--- src/rtl/bsg_cgol_ctrl_if.sv ---
// Signal bundle between the Game-of-Life controller, the host row streams and the cell grid.
// The controller uses the master modport; the host/grid side uses the slave modport.
interface bsg_cgol_ctrl_if #(
    parameter int board_width_p     = 8,
    parameter int max_game_length_p = 255
);
    localparam int N  = board_width_p;
    localparam int FW = $clog2(max_game_length_p + 1);

    logic            valid_i;
    logic [N-1:0]    data_i;
    logic [FW-1:0]   frames_i;
    logic            ready_o;

    logic            en_o;
    logic [N*N-1:0]  update_o;
    logic [N*N-1:0]  update_val_o;
    logic [N*N-1:0]  cells_i;

    logic            valid_o;
    logic [N-1:0]    data_o;
    logic            ready_i;
    logic [FW-1:0]   gens_o;

    modport master (
        input  valid_i, data_i, frames_i, cells_i, ready_i,
        output ready_o, en_o, update_o, update_val_o, valid_o, data_o, gens_o
    );

    modport slave (
        output valid_i, data_i, frames_i, cells_i, ready_i,
        input  ready_o, en_o, update_o, update_val_o, valid_o, data_o, gens_o
    );
endinterface

--- src/rtl/bsg_cgol_ctrl.sv ---
// Loads an N x N Game-of-Life board row by row, runs it for the requested generations, streams it back.
// Optional early exit on a still life is enabled by defining BSG_CGOL_CTRL_STILL_EXIT_EN.
module bsg_cgol_ctrl #(
    parameter int board_width_p     = 8,
    parameter int max_game_length_p = 255
) (
    input  logic            clk_i,
    input  logic            reset_n_i,
    bsg_cgol_ctrl_if.master bus
);
    localparam int N  = board_width_p;
    localparam int NN = N * N;
    localparam int FW = $clog2(max_game_length_p + 1);
    localparam int RW = (N > 1) ? $clog2(N) : 1;
    localparam logic [RW-1:0] LAST_ROW = RW'(N - 1);

    typedef enum logic [1:0] {
        S_LOAD   = 2'd0,
        S_RUN    = 2'd1,
        S_UNLOAD = 2'd2
    } state_e;

    state_e          r_state;
    state_e          w_state_next;
    logic            r_started;
    logic [RW-1:0]   r_row_cnt;
    logic [FW-1:0]   r_gen_cnt;
    logic [FW-1:0]   r_frames;

    logic            w_ready;
    logic            w_valid;
    logic            w_en;
    logic            w_still;
    logic            w_load_fire;
    logic            w_unload_fire;
    logic            w_last_row;
    logic            w_run_done;
    logic [FW-1:0]   w_frames_eff;
    logic [FW-1:0]   w_gen_inc;
    logic [NN-1:0]   w_update;
    logic [NN-1:0]   w_update_val;
    logic [N-1:0]    w_rows [N];

    generate
        for (genvar gi = 0; gi < N; gi++) begin : g_rows
            assign w_rows[gi] = bus.cells_i[gi*N +: N];
        end
    endgenerate

    // ready_o is held low until the first clock after reset release
    assign w_ready       = (r_state == S_LOAD) && r_started;
    assign w_load_fire   = bus.valid_i && w_ready;
    assign w_unload_fire = w_valid && bus.ready_i;
    assign w_last_row    = (r_row_cnt == LAST_ROW);
    assign w_frames_eff  = (r_row_cnt == '0) ? bus.frames_i : r_frames;
    assign w_gen_inc     = r_gen_cnt + FW'(1);
    assign w_run_done    = (w_gen_inc == r_frames);

`ifdef BSG_CGOL_CTRL_STILL_EXIT_EN
    logic [NN-1:0] r_prev;

    assign w_still = (r_state == S_RUN) && (r_gen_cnt != '0) && (bus.cells_i == r_prev);

    always_ff @(posedge clk_i or negedge reset_n_i) begin
        if (!reset_n_i) begin
            r_prev <= '0;
        end else if (w_en) begin
            r_prev <= bus.cells_i;
        end
    end

    assign bus.gens_o = r_gen_cnt;
`else
    assign w_still    = 1'b0;
    assign bus.gens_o = '0;
`endif

    always_ff @(posedge clk_i or negedge reset_n_i) begin
        if (!reset_n_i) begin
            r_state <= S_LOAD;
        end else begin
            r_state <= w_state_next;
        end
    end

    always_comb begin
        w_state_next = r_state;
        case (r_state)
            S_LOAD: begin
                if (w_load_fire && w_last_row) begin
                    w_state_next = (w_frames_eff == '0) ? S_UNLOAD : S_RUN;
                end
            end
            S_RUN: begin
                if (w_still || w_run_done) begin
                    w_state_next = S_UNLOAD;
                end
            end
            S_UNLOAD: begin
                if (w_unload_fire && w_last_row) begin
                    w_state_next = S_LOAD;
                end
            end
            default: w_state_next = S_LOAD;
        endcase
    end

    always_comb begin
        w_en         = 1'b0;
        w_valid      = 1'b0;
        w_update     = '0;
        w_update_val = '0;
        case (r_state)
            S_LOAD: begin
                for (int r = 0; r < N; r++) begin
                    if (w_load_fire && (int'(r_row_cnt) == r)) begin
                        w_update[r*N +: N]     = '1;
                        w_update_val[r*N +: N] = bus.data_i;
                    end
                end
            end
            S_RUN:    w_en    = !w_still;
            S_UNLOAD: w_valid = 1'b1;
            default: ;
        endcase
    end

    // row_cnt is shared: input row while loading, output row while unloading
    always_ff @(posedge clk_i or negedge reset_n_i) begin
        if (!reset_n_i) begin
            r_started <= 1'b0;
            r_row_cnt <= '0;
            r_gen_cnt <= '0;
            r_frames  <= '0;
        end else begin
            r_started <= 1'b1;
            if (w_load_fire || w_unload_fire) begin
                r_row_cnt <= w_last_row ? '0 : r_row_cnt + RW'(1);
            end
            if (w_load_fire && (r_row_cnt == '0)) begin
                r_frames <= bus.frames_i;
            end
            if (w_en) begin
                r_gen_cnt <= w_gen_inc;
            end else if (w_unload_fire && w_last_row) begin
                r_gen_cnt <= '0;
            end
        end
    end

    assign bus.ready_o      = w_ready;
    assign bus.en_o         = w_en;
    assign bus.update_o     = w_update;
    assign bus.update_val_o = w_update_val;
    assign bus.valid_o      = w_valid;
    assign bus.data_o       = w_rows[r_row_cnt];

    a_no_en_with_update: assert property (@(posedge clk_i) disable iff (!reset_n_i)
        !(w_en && (|w_update)));
    a_gen_bounded: assert property (@(posedge clk_i) disable iff (!reset_n_i)
        r_gen_cnt <= r_frames);

endmodule

--- src/flat_wrapper.sv ---
// flat-port wrapper written by rule: the top's interface ports become plain ports
module bsg_cgol_ctrl_flat 
#(
    parameter int board_width_p     = 8,
    parameter int max_game_length_p = 255
)
  (clk_i, reset_n_i, bus_valid_i, bus_data_i, bus_frames_i, bus_cells_i, bus_ready_i, bus_ready_o, bus_en_o, bus_update_o, bus_update_val_o, bus_valid_o, bus_data_o, bus_gens_o);
  bsg_cgol_ctrl_if #(.board_width_p(board_width_p), .max_game_length_p(max_game_length_p)) bus_i ();
  input  logic clk_i;
  input  logic reset_n_i;
  input wire logic [$bits(bus_i.valid_i)-1:0] bus_valid_i;
  input wire logic [$bits(bus_i.data_i)-1:0] bus_data_i;
  input wire logic [$bits(bus_i.frames_i)-1:0] bus_frames_i;
  input wire logic [$bits(bus_i.cells_i)-1:0] bus_cells_i;
  input wire logic [$bits(bus_i.ready_i)-1:0] bus_ready_i;
  output wire logic [$bits(bus_i.ready_o)-1:0] bus_ready_o;
  output wire logic [$bits(bus_i.en_o)-1:0] bus_en_o;
  output wire logic [$bits(bus_i.update_o)-1:0] bus_update_o;
  output wire logic [$bits(bus_i.update_val_o)-1:0] bus_update_val_o;
  output wire logic [$bits(bus_i.valid_o)-1:0] bus_valid_o;
  output wire logic [$bits(bus_i.data_o)-1:0] bus_data_o;
  output wire logic [$bits(bus_i.gens_o)-1:0] bus_gens_o;
  assign bus_i.valid_i = bus_valid_i;
  assign bus_i.data_i = bus_data_i;
  assign bus_i.frames_i = bus_frames_i;
  assign bus_i.cells_i = bus_cells_i;
  assign bus_i.ready_i = bus_ready_i;
  assign bus_ready_o = bus_i.ready_o;
  assign bus_en_o = bus_i.en_o;
  assign bus_update_o = bus_i.update_o;
  assign bus_update_val_o = bus_i.update_val_o;
  assign bus_valid_o = bus_i.valid_o;
  assign bus_data_o = bus_i.data_o;
  assign bus_gens_o = bus_i.gens_o;
  bsg_cgol_ctrl #(.board_width_p(board_width_p), .max_game_length_p(max_game_length_p)) u_core (.clk_i(clk_i), .reset_n_i(reset_n_i), .bus(bus_i));
endmodule
--- config.mk ---
export PLATFORM = sky130hd
export DESIGN_NAME = bsg_cgol_ctrl_flat
export DESIGN_NICKNAME = d
export VERILOG_FILES = /design/src/rtl/bsg_cgol_ctrl_if.sv /design/src/rtl/bsg_cgol_ctrl.sv /design/src/flat_wrapper.sv
export SDC_FILE = /design/constraint.sdc
export NUM_CORES = 1
export LEC_CHECK = 0
export CAP_MARGIN = 20
export CORE_ASPECT_RATIO = 0.8
export CORE_MARGIN = 3
export CORE_UTILIZATION = 36
export DETAILED_ROUTE_END_ITERATION = 7
export HOLD_SLACK_MARGIN = 0.03
export PLACE_DENSITY = 0.95
export SLEW_MARGIN = 20
export SYNTH_ARGS = -nofsm -noshare
export SYNTH_HDL_FRONTEND = slang
export SYNTH_SLANG_ARGS = --single-unit
--- constraint.sdc ---
create_clock -name clk_i -period 4.4 [get_ports clk_i]
set_input_delay 0.88 -clock clk_i [delete_from_list [all_inputs] [get_ports clk_i]]
set_output_delay 0.88 -clock clk_i [all_outputs]
set_load 0.1 [all_outputs]
# After elaboration in Yosys (flattened, before gate mapping)
# Index checks and enable logic that the tools add are counted.
dict set report classes {
  n_bitwise 1
  n_div 0
  magnitude_cmp 1
  mux 32
  n_addsub 2
  n_shift 0
  eq_ne 14
  n_reduce_logical 21
  n_mul 0
}
# operator n
set ops {}
lappend ops {{$mux W8} 21}
lappend ops {{$mux W64} 2}
lappend ops {{$bmux W8 S3} 1}
lappend ops {{$eq A3 B3 Y1 const B} 5}
lappend ops {{$logic_and A1 B1 Y1} 14}
lappend ops {{$add A8 B1 Y8 const B} 1}
lappend ops {{$eq A8 B8 Y1} 1}
lappend ops {{$logic_not A8 Y1} 1}
lappend ops {{$mux W2} 4}
lappend ops {{$eq A3 B2 Y1 const B} 2}
lappend ops {{$logic_not A3 Y1} 2}
lappend ops {{$pmux W2 S3} 1}
lappend ops {{$ge A4 B4 Y1 const B} 1}
lappend ops {{$ne A2 B1 Y1 const B} 2}
lappend ops {{$not A3 Y4} 1}
lappend ops {{$add A3 B1 Y3 const B} 1}
lappend ops {{$eq A3 B1 Y1 const B} 1}
lappend ops {{$mux W3} 1}
lappend ops {{$reduce_and A3 Y1} 1}
lappend ops {{$eq A2 B1 Y1 const B} 1}
lappend ops {{$eq A2 B2 Y1 const B} 1}
lappend ops {{$logic_not A2 Y1} 1}
lappend ops {{$mux W1} 2}
lappend ops {{$ne A2 B2 Y1 const B} 1}
lappend ops {{other kinds (2)} 2}
dict set report totals {
  mem_bits_rw 0
  input_bits 84
  romBits 0
  latchBits 0
  register_bits 22
  mem_count 0
}

# Longest topological paths before layout
# Gate-level depths: netlist of the first run.
dict set report logic_depth {
  depth_word 6
  depth_mapped 9
}

# Worst setup path after synthesis of the first run
# No wires, ideal clock.
dict set report synth_path {
  path_kind {register to output}
  startpoint {register u_core.r_state[1]}
  endpoint {output bus_update_val_o[40]}
  path_stages_with_launch 7
  arrival_ps 4348
  path_buffers 2
  required_time_ps 3520
  setup_slack_ps -828
  path_cell_list {dfrtp_1 nor3b_2 and2_1 clkbuf_1 and3_1 clkbuf_1 and2_1}
}
dict set report synth_via {
  elab_chain_cells 6
}
# element line_no
set synth_rtl {}
lappend synth_rtl {{start: declaration} bsg_cgol_ctrl.sv:23} ;# state_e r_state;
lappend synth_rtl {{start signal: assignment} bsg_cgol_ctrl.sv:82} ;# r_state <= w_state_next;
lappend synth_rtl {{$logic_not A2 Y1} bsg_cgol_ctrl.sv:51} ;# assign w_ready = (r_state == S_LOAD) && r_started;
lappend synth_rtl {{$logic_and A1 B1 Y1} bsg_cgol_ctrl.sv:51}
lappend synth_rtl {{via bus_ready_o} flat_wrapper.sv:16} ;# output wire logic [$bits(bus_i.ready_o)-1:0] bus_ready_o;
lappend synth_rtl {{$logic_and A1 B1 Y1} bsg_cgol_ctrl.sv:52} ;# assign w_load_fire = bus.valid_i && w_ready;
lappend synth_rtl {{$logic_and A1 B1 Y1} bsg_cgol_ctrl.sv:116} ;# if (w_load_fire && (int'(r_row_cnt) == r)) begin
lappend synth_rtl {{$mux W8} bsg_cgol_ctrl.sv:116}
lappend synth_rtl {{$mux W64} bsg_cgol_ctrl.sv:113} ;# case (r_state)
lappend synth_rtl {{end: declaration} flat_wrapper.sv:19} ;# output wire logic [$bits(bus_i.update_val_o)-1:0] bus_update_val_o;
# The timed path passes the listed nets, and every way through them passes these cells.

# Worst setup path after layout of the first run
dict set report layout_path {
  startpoint {input bus_valid_i}
  endpoint {output bus_update_o[46]}
}
dict set report layout_via {
  elab_chain_cells 4
}
# element line_no
set layout_rtl {}
lappend layout_rtl {{start: declaration} flat_wrapper.sv:11} ;# input wire logic [$bits(bus_i.valid_i)-1:0] bus_valid_i;
lappend layout_rtl {{$logic_and A1 B1 Y1} bsg_cgol_ctrl.sv:52}
lappend layout_rtl {{$logic_and A1 B1 Y1} bsg_cgol_ctrl.sv:116}
lappend layout_rtl {{$mux W8} bsg_cgol_ctrl.sv:116}
lappend layout_rtl {{$mux W64} bsg_cgol_ctrl.sv:113}
lappend layout_rtl {{end: declaration} flat_wrapper.sv:18} ;# output wire logic [$bits(bus_i.update_o)-1:0] bus_update_o;
# Every way passes these cells.

==> metrics.md, run 1 <==
| Metric | Value |
|---|---|
| Result of the run | finished clean |
| Die W | 103 µm |
| Starting Density | 38.4% |
| Dominant cell by count in the synthesized netlist | sky130_fd_sc_hd__buf_4 |
| Synth area leaders | sky130_fd_sc_hd__dfrtp_1 20%, sky130_fd_sc_hd__buf_4 18%, sky130_fd_sc_hd__mux4_2 13% |
| Number of buffers added to fix hold violations after cts | 0 |
| Maximum ir drop on the vdd rail | 0.460 mV |
| HPWL reported at the end of detailed placement | 9720 µm |
| Initial antenna violation count | 0 |
| Leftover overflow at the end of global routing | 0 |
| Clock tree root driver cell | sky130_fd_sc_hd__clkbuf_8 |
| Transition time at the pin with the least slew margin | 0.994 ns |
| Sequential element share of the synthesized area | 20.1% |
| Register bit count reported by yosys | 22 |
| Synth unique cells | 42 |
| GP Congestion | 0.898 |
| Die Outline Area | 8690 µm² |
| Area growth from synthesis to layout | 102% |
| Die outline height | 84.0 µm |
| Sinks on Clock Net | 22 |
| Worst-path maximum fanout | 23 |
| Type of destination of the critical path | primary output |
| Post-CTS clock slew at the launch and capture registers of the worst setup and hold paths | 0.07 ns |
| I/O pin cnt | 231 |
| Number of I/O port buffers | 222 |
| Number of enable flip-flop cells after synthesis | 0 |
| Number of setup violations in the final report | 0 |
| Layout Skew | 0.00178 ns |
| Final period util | 89.9% |
| Core Region | 7130 µm² |
| Areal power density over the cells | 423 nW/µm² |
| Layout cell share with drive strength beyond 1 | 37.3% |
| Biggest area consumer among synthesized cells | sky130_fd_sc_hd__dfrtp_1 |
| Wire length of the first global-routing pass | 17000 µm |
| Required time at the worst-slack endpoint | 3.52 ns |
| Source-to-sink clock delay at the later pin of the worst-skew pair | 0.26 ns |
| DRC violation count after routing | 0 |
| Post-DRT Antenna Nets | 0 |
| Post-Syn Area per Cell | 8.52 µm² |
| Maximum root-to-sink buffer count | 2 |
| Drt pass-1 iters | 4 |
| Data arrival time of the critical path | 3.07 ns |
| Via Count | 2992 |
| Final non-filler cell area | 5530 µm² |
| Synth warnings | 0 |
| Post-layout net count | 573 |
| Unrepaired setup endpoints after global routing | no |
| Antenna cell count | 0 |
| Deepest level of the CTS H-tree | 1 |
| Detailed router's first-iteration violation count | 113 |
| Cells after Synth | 321 |
| Commonest cells in the synthesized netlist | 65 x sky130_fd_sc_hd__buf_4, 51 x sky130_fd_sc_hd__and2_1, 34 x sky130_fd_sc_hd__nand2_1 |
| Final max-slew violation count | 0 |
| Instance area after placement | 5490 µm² |
| Max Cap Viol | 0 |
| Clock buffers created by TritonCTS | 3 |
| Maximum frequency from static timing analysis | 0.253 GHz |
| Critical path startpoint category | primary input |
| Total wire length after detailed routing | 11300 µm |
| TNS Setup | 0 ns |
| Via count of the first global-routing pass | 3044 |
| WL per Instance | 19.5 µm |
| Share of synthesized flip-flops with an asynchronous set or reset | 100% |
| Proportion of netlist area held by the largest area contributor | 20.1% |
| Ratio of routed vias to standard cells | 5.15 |
| Post-CTS setup-driven buffer insertion count | 0 |
| Post-Syn Area | 2740 µm² |
| Number of resized instances in the post-cts repair step | 0 |
| Path category of the worst min-delay check | flop to flop |
| Most frequently used flop master after synthesis | sky130_fd_sc_hd__dfrtp_1 |
| Crit Path Category | primary input to primary output |
| Cell leakage power | 2.43 nW |
| Maximum number of pins on one net before global-route repair | 24 |
| Clock tree from TritonCTS | built |
| Rel. slew slack | 33.5% |
| Final min period | 3.95 ns |
| Tot GR Track Use | 25.0% |
| Number of cell rows | 27 |
| Hold Fails Final Rpt | 0 |
power breakdown:
part           total, mW  switching (mW)  internal (mW)  leakage [nW]
clock network      0.123          0.0615         0.0611        0.0216
logic               1.80            1.19          0.608          2.13
registers          0.416           0.130          0.286         0.278
layer usage:
metal  part of all wire, %  track usage [%]  vias up
met1                    34             27.5     1443
met2                    56             48.8      181
met4                   2.4             5.76        0
met5                     0                0        -
met3                   7.0             3.43       18
li1                      -                -     1350
kinds of logic after synthesis:
family	count (synthesis)	share of synthesized area, %
AND/OR/NAND/NOR	139	28.5
adder cells (fa/ha/maj)	7	3.20
buffers and inverters	88	21.2
AO/OA/AOI/OAI	31	7.41
multiplexers	24	16.5
flip-flops	22	20.1
other	2	0.275
XOR/XNOR	8	2.84
flip-flops by register name (all words and copies together) (netlist names):
name and cells:
u_core.r_frames 8, u_core.r_state 2, u_core.r_row_cnt 3, u_core.r_gen_cnt 8, u_core.r_started 1
final timing paths:
path / slack, ns / to / from / cells after the start
setup / recovery: 0.45 / bus_update_o[46] / bus_valid_i / 5
hold / removal: 0.54 / u_core.r_gen_cnt[7] / u_core.r_gen_cnt[7] / 1
setup reg to reg: 2.09 / u_core.r_gen_cnt[5] / u_core.r_row_cnt[0] / 6
hold reg to reg: 0.54 / u_core.r_gen_cnt[7] / u_core.r_gen_cnt[7] / 1
max in group asynchronous: 3.47 / u_core.r_frames[7] / reset_n_i / 1
min in group asynchronous: 0.58 / u_core.r_frames[4] / reset_n_i / 1
per-stage QoR:
step / util (%) / worst slack [ns] / total power, mW / std cells / hold slack (ns)
3_5_place_dp: 77.0 / 0.432 / 2.21 / 578 / 0.519
5_1_grt: 77.5 / 0.303 / 2.46 / 581 / 0.559
2_1_floorplan: - / 0.152 / 1.76 / 328 / 0.474
4_1_cts: 77.6 / 0.438 / 2.34 / 581 / 0.533
6_report: 77.5 / 0.445 / 2.34 / 581 / 0.535
3_3_place_gp: 77.0 / 0.570 / 2.15 / 578 / 0.498
critical path, stage by stage:
cell and delay [ns]:
sky130_fd_sc_hd__clkdlybuf4s50_1 0.47, sky130_fd_sc_hd__and2_1 0.53, sky130_fd_sc_hd__and3_1 0.68, sky130_fd_sc_hd__buf_4 0.30
sky130_fd_sc_hd__buf_12 0.19
cell type report:
| type | instances | area, µm² |
|---|---|---|
| Timing Repair Buffer | 232 | 3150 |
| Multi-Input combinational cell | 218 | 1640 |
| Fill cell | 423 | 1600 |
| Sequential cell | 22 | 551 |
| Tap cell | 101 | 126 |
| Clock buffer | 3 | 41.3 |
| Inverter | 5 | 18.8 |
placed cells by master (no fill, tap or decap), types with 2 or more instances in the layout:
cell type                          n
sky130_fd_sc_hd__nor4_1            4
sky130_fd_sc_hd__nor2_1            5
sky130_fd_sc_hd__inv_1             5
sky130_fd_sc_hd__clkbuf_8          3
sky130_fd_sc_hd__a21oi_1           3
sky130_fd_sc_hd__buf_12           96
sky130_fd_sc_hd__and3_1           24
sky130_fd_sc_hd__mux4_2           16
sky130_fd_sc_hd__nand3_1           5
sky130_fd_sc_hd__nor3_1            4
sky130_fd_sc_hd__a21o_1            2
sky130_fd_sc_hd__xnor2_1           4
sky130_fd_sc_hd__buf_4            50
sky130_fd_sc_hd__mux2_2            8
sky130_fd_sc_hd__a31oi_1           3
sky130_fd_sc_hd__o31ai_1           4
sky130_fd_sc_hd__conb_1            9
sky130_fd_sc_hd__and2_1           51
sky130_fd_sc_hd__clkdlybuf4s50_1  85
sky130_fd_sc_hd__ha_1              7
sky130_fd_sc_hd__xor2_1            3
sky130_fd_sc_hd__nand2_1          34
sky130_fd_sc_hd__nor2b_1           2
sky130_fd_sc_hd__dfrtp_1          22
sky130_fd_sc_hd__o21ai_0          11
sky130_fd_sc_hd__nand2b_1          3
(Power assumes the default switching activity.)
==> run 2, diff against run 1 <==
--- a/config.mk
+++ b/config.mk
@@ -8,11 +8,12 @@
 export CAP_MARGIN = 20
 export CORE_ASPECT_RATIO = 0.8
 export CORE_MARGIN = 3
-export CORE_UTILIZATION = 36
+export CORE_UTILIZATION = 30
 export DETAILED_ROUTE_END_ITERATION = 7
 export HOLD_SLACK_MARGIN = 0.03
-export PLACE_DENSITY = 0.95
+export PLACE_DENSITY = 0.89
 export SLEW_MARGIN = 20
 export SYNTH_ARGS = -nofsm -noshare
 export SYNTH_HDL_FRONTEND = slang
 export SYNTH_SLANG_ARGS = --single-unit
+export TNS_END_PERCENT = 50
==> constraint.sdc (replaced) <==
create_clock -name clk_i -period 3.3 [get_ports clk_i]
set_input_delay 0.66 -clock clk_i [delete_from_list [all_inputs] [get_ports clk_i]]
set_output_delay 0.66 -clock clk_i [all_outputs]
set_load 0.1 [all_outputs]
==> metrics.md, run 2 (synthesized netlist as in run 1, its figures left out) <==
| Metric | Value |
|---|---|
| Maximum frequency from static timing analysis | 0.328 GHz |
| Instance area after placement | 6230 µm² (+13%) |
| Final max-slew violation count | 0 (unchanged) |
| Hold Worst Slack | 0.539 ns (+0.00391 ns) |
| GP Congestion | 0.850 (-5.2%) |
| Rel. slew slack | 50.6% (+17 points) |
| Leftover overflow at the end of global routing | 0 (unchanged) |
| Initial antenna violation count | 0 (unchanged) |
| Transition time at the pin with the least slew margin | 0.738 ns (-0.257 ns) |
| Tot GR Track Use | 22.6% (-2.4 points) |
| Min setup slack post-route | 0.247 ns (-0.198 ns) |
| Source-to-sink clock delay at the later pin of the worst-skew pair | 0.25 ns (about the same) |
| Clock buffers created by TritonCTS | 3 (unchanged) |
| Switching Share | 53.8% (-5.4 points) |
| Drt pass-1 iters | 7 (+3) |
| Power share of the combinational group | 75.6% (-1.4 points) |
| Number of resized instances in the post-cts repair step | 0 (unchanged) |
| Final min period | 3.05 ns |
| Commonest non-fill, non-tap cell in the layout | sky130_fd_sc_hd__buf_12 |
| Endpoint of the most critical register-to-register path | u_core.r_state[0] |
| P_int | 1.67 mW (+75%) |
| Wire length of the first global-routing pass | 18700 µm (+10%) |
| Maximum number of pins on one net before global-route repair | 23 (-4.2%) |
| Path category of the worst min-delay check | flop to flop |
| Total wire length after detailed routing | 11900 µm (+4.9%) |
| Capturing element of the worst setup path | bus_update_val_o[10] |
| Core Util, Final | 73.2% (-4.3 points) |
| I/O pin cnt | 231 (unchanged) |
| Cell leakage power | 2.70 nW (+11%) |
| Detailed router's first-iteration violation count | 119 (+5.3%) |
| Post-placement worst setup slack | 0.255 ns (-0.177 ns) |
| Seq pwr share | 15.1% (-2.7 points) |
| Starting Density | 31.5% (-6.8 points) |
| DRC violation count after routing | 0 (unchanged) |
| Worst-path maximum fanout | 16 (-30%) |
| Result of the run | finished clean |
| Antenna cell count | 0 (unchanged) |
| Maximum root-to-sink buffer count | 2 (unchanged) |
| Required time at the worst-slack endpoint | 2.64 ns (-0.88 ns) |
| # placed instances | 594 (+2.8%) |
| HPWL reported at the end of detailed placement | 10100 µm (+3.7%) |
| Top library cells by usage in the layout, fill and taps aside | 142 x sky130_fd_sc_hd__buf_12, 83 x sky130_fd_sc_hd__clkdlybuf4s50_1, 48 x sky130_fd_sc_hd__and2_4 |
| Number of setup violations in the final report | 0 (unchanged) |
| Worst Reg2Reg Path Length in Cells | 6 (unchanged) |
| Number of I/O port buffers | 222 (unchanged) |
| Layout cell share with drive strength beyond 1 | 48.7% (+11 points) |
| Startpoint of the lowest-slack register-to-register path | u_core.r_gen_cnt[0] |
| Hold Fails Final Rpt | 0 (unchanged) |
| Area growth from synthesis to layout | 132% |
| Post-DRT Antenna Nets | 0 (unchanged) |
| Launch point of the worst path | bus_valid_i |
| Die W | 113 µm (+9.0%) |
| Post-CTS clock slew at the launch and capture registers of the worst setup and hold paths | 0.06 ns (about the same) |
| Number of buffers added to fix hold violations after cts | 0 (unchanged) |
| Non-Filler Instances | 599 (+3.1%) |
| Proportion of power drawn by the clock network | 9.3% (+4.1 points) |
| Critical path startpoint category | primary input |
| Sinks on Clock Net | 22 (unchanged) |
| Max Cap Viol | 0 (unchanged) |
| Largest registers | u_core.r_frames: 8 flops, u_core.r_gen_cnt: 8 flops, u_core.r_row_cnt: 3 flops |
| Post-layout net count | 579 (+1.0%) |
| Final period util | 92.5% |
| Post-CTS setup-driven buffer insertion count | 0 (unchanged) |
| Ratio of routed vias to standard cells | 5.10 (-1.0%) |
| Die outline height | 91.4 µm (+8.9%) |
| WL per Instance | 19.8 µm (+1.7%) |
| Crit Path Category | primary input to primary output |
| Final non-filler cell area | 6350 µm² (+15%) |
| Via count of the first global-routing pass | 3323 (+9.2%) |
| Clock tree from TritonCTS | built |
| Switching power | 1.94 mW (+40%) |
| Type of destination of the critical path | primary output |
| Via Count | 3053 (+2.0%) |
| Core Region | 8670 µm² (+22%) |
| Areal power density over the cells | 568 nW/µm² (+34%) |
| Number of cell rows | 30 (+11%) |
| Data arrival time of the critical path | 2.39 ns (-0.68 ns) |
| Clock tree root driver cell | sky130_fd_sc_hd__clkbuf_16 |
| Layout Skew | 0.00182 ns (+0.0000416 ns) |
| Setup slack, reg-to-reg | 0.97 ns (-1.12 ns) |
| Deepest level of the CTS H-tree | 1 (unchanged) |
| Unrepaired setup endpoints after global routing | no |
| Die Outline Area | 10300 µm² (+19%) |
| Maximum ir drop on the vdd rail | 0.882 mV (+92%) |
## run 2: cell types whose count changed in the layout (fill, tap and decap cells not counted), moves of 2 or more
| cell | before | now |
|---|---|---|
| sky130_fd_sc_hd__clkdlybuf4s50_1 | 85 | 83 |
| sky130_fd_sc_hd__clkbuf_8 | 3 | 0 |
| sky130_fd_sc_hd__and2_4 | 0 | 48 |
| sky130_fd_sc_hd__buf_4 | 50 | 12 |
| sky130_fd_sc_hd__buf_12 | 96 | 142 |
| sky130_fd_sc_hd__clkbuf_16 | 0 | 3 |
| sky130_fd_sc_hd__and2_1 | 51 | 3 |
## run 2: worst min-delay path by stage
| stage | start | endpoint | slack [ns] | depth (start not counted) |
|---|---|---|---|---|
| floorplan | reset_n_i | u_core.r_frames[0] | 0.36 | 0 |
| global placement | u_core.r_gen_cnt[7] | u_core.r_gen_cnt[7] | 0.49 | 1 |
| detailed placement | u_core.r_gen_cnt[7] | u_core.r_gen_cnt[7] | 0.50 | 1 |
| CTS | u_core.r_gen_cnt[7] | u_core.r_gen_cnt[7] | 0.53 | 1 |
| global route | u_core.r_gen_cnt[7] | u_core.r_gen_cnt[7] | 0.57 | 1 |
| finish | u_core.r_gen_cnt[7] | u_core.r_gen_cnt[7] | 0.54 | 1 |
## run 2: stage by stage
stage | setup TNS, ns | total power [mW]
finish | 0 | 3.61
global route | 0 | 3.79
CTS | 0 | 3.61
detailed placement | 0 | 3.26
global placement | 0 | 3.17
floorplan | -3.91 | 2.36
## run 2: worst max-delay path, cell delays in order
cell                              delay (ns)
sky130_fd_sc_hd__clkdlybuf4s50_1        0.52
sky130_fd_sc_hd__and2_1                 0.24
sky130_fd_sc_hd__buf_4                  0.18
sky130_fd_sc_hd__and3_1                 0.23
sky130_fd_sc_hd__buf_12                 0.20
sky130_fd_sc_hd__and2_4                 0.18
sky130_fd_sc_hd__buf_12                 0.17
## run 2: power by group through the flow
stage	combinational, mW	sequential (mW)	clock, mW
final	2.73	0.544	0.336
after global routing	2.88	0.564	0.350
after global placement	2.65	0.525	0
after detailed placement	2.72	0.540	0
after floorplan	1.88	0.482	0
after CTS	2.74	0.539	0.337
## run 2: area by class of cell
cell class | instances | area, µm²
repair buffers | 238 | 3780
fillers | 536 | 2320
multi-input cells | 218 | 1760
flip-flops and latches | 22 | 551
well taps | 112 | 140
clock buffers | 3 | 75.1
clock inverters | 1 | 30.0
inverters | 5 | 18.8
## run 2: per-layer routing
layer,global-route usage (%),up-vias,share of wire (%)
met5,0,-,0
met4,6.91,0,3.1
met3,4.66,30,8.4
met2,44.8,217,55
met1,23.3,1444,33
li1,-,1362,-
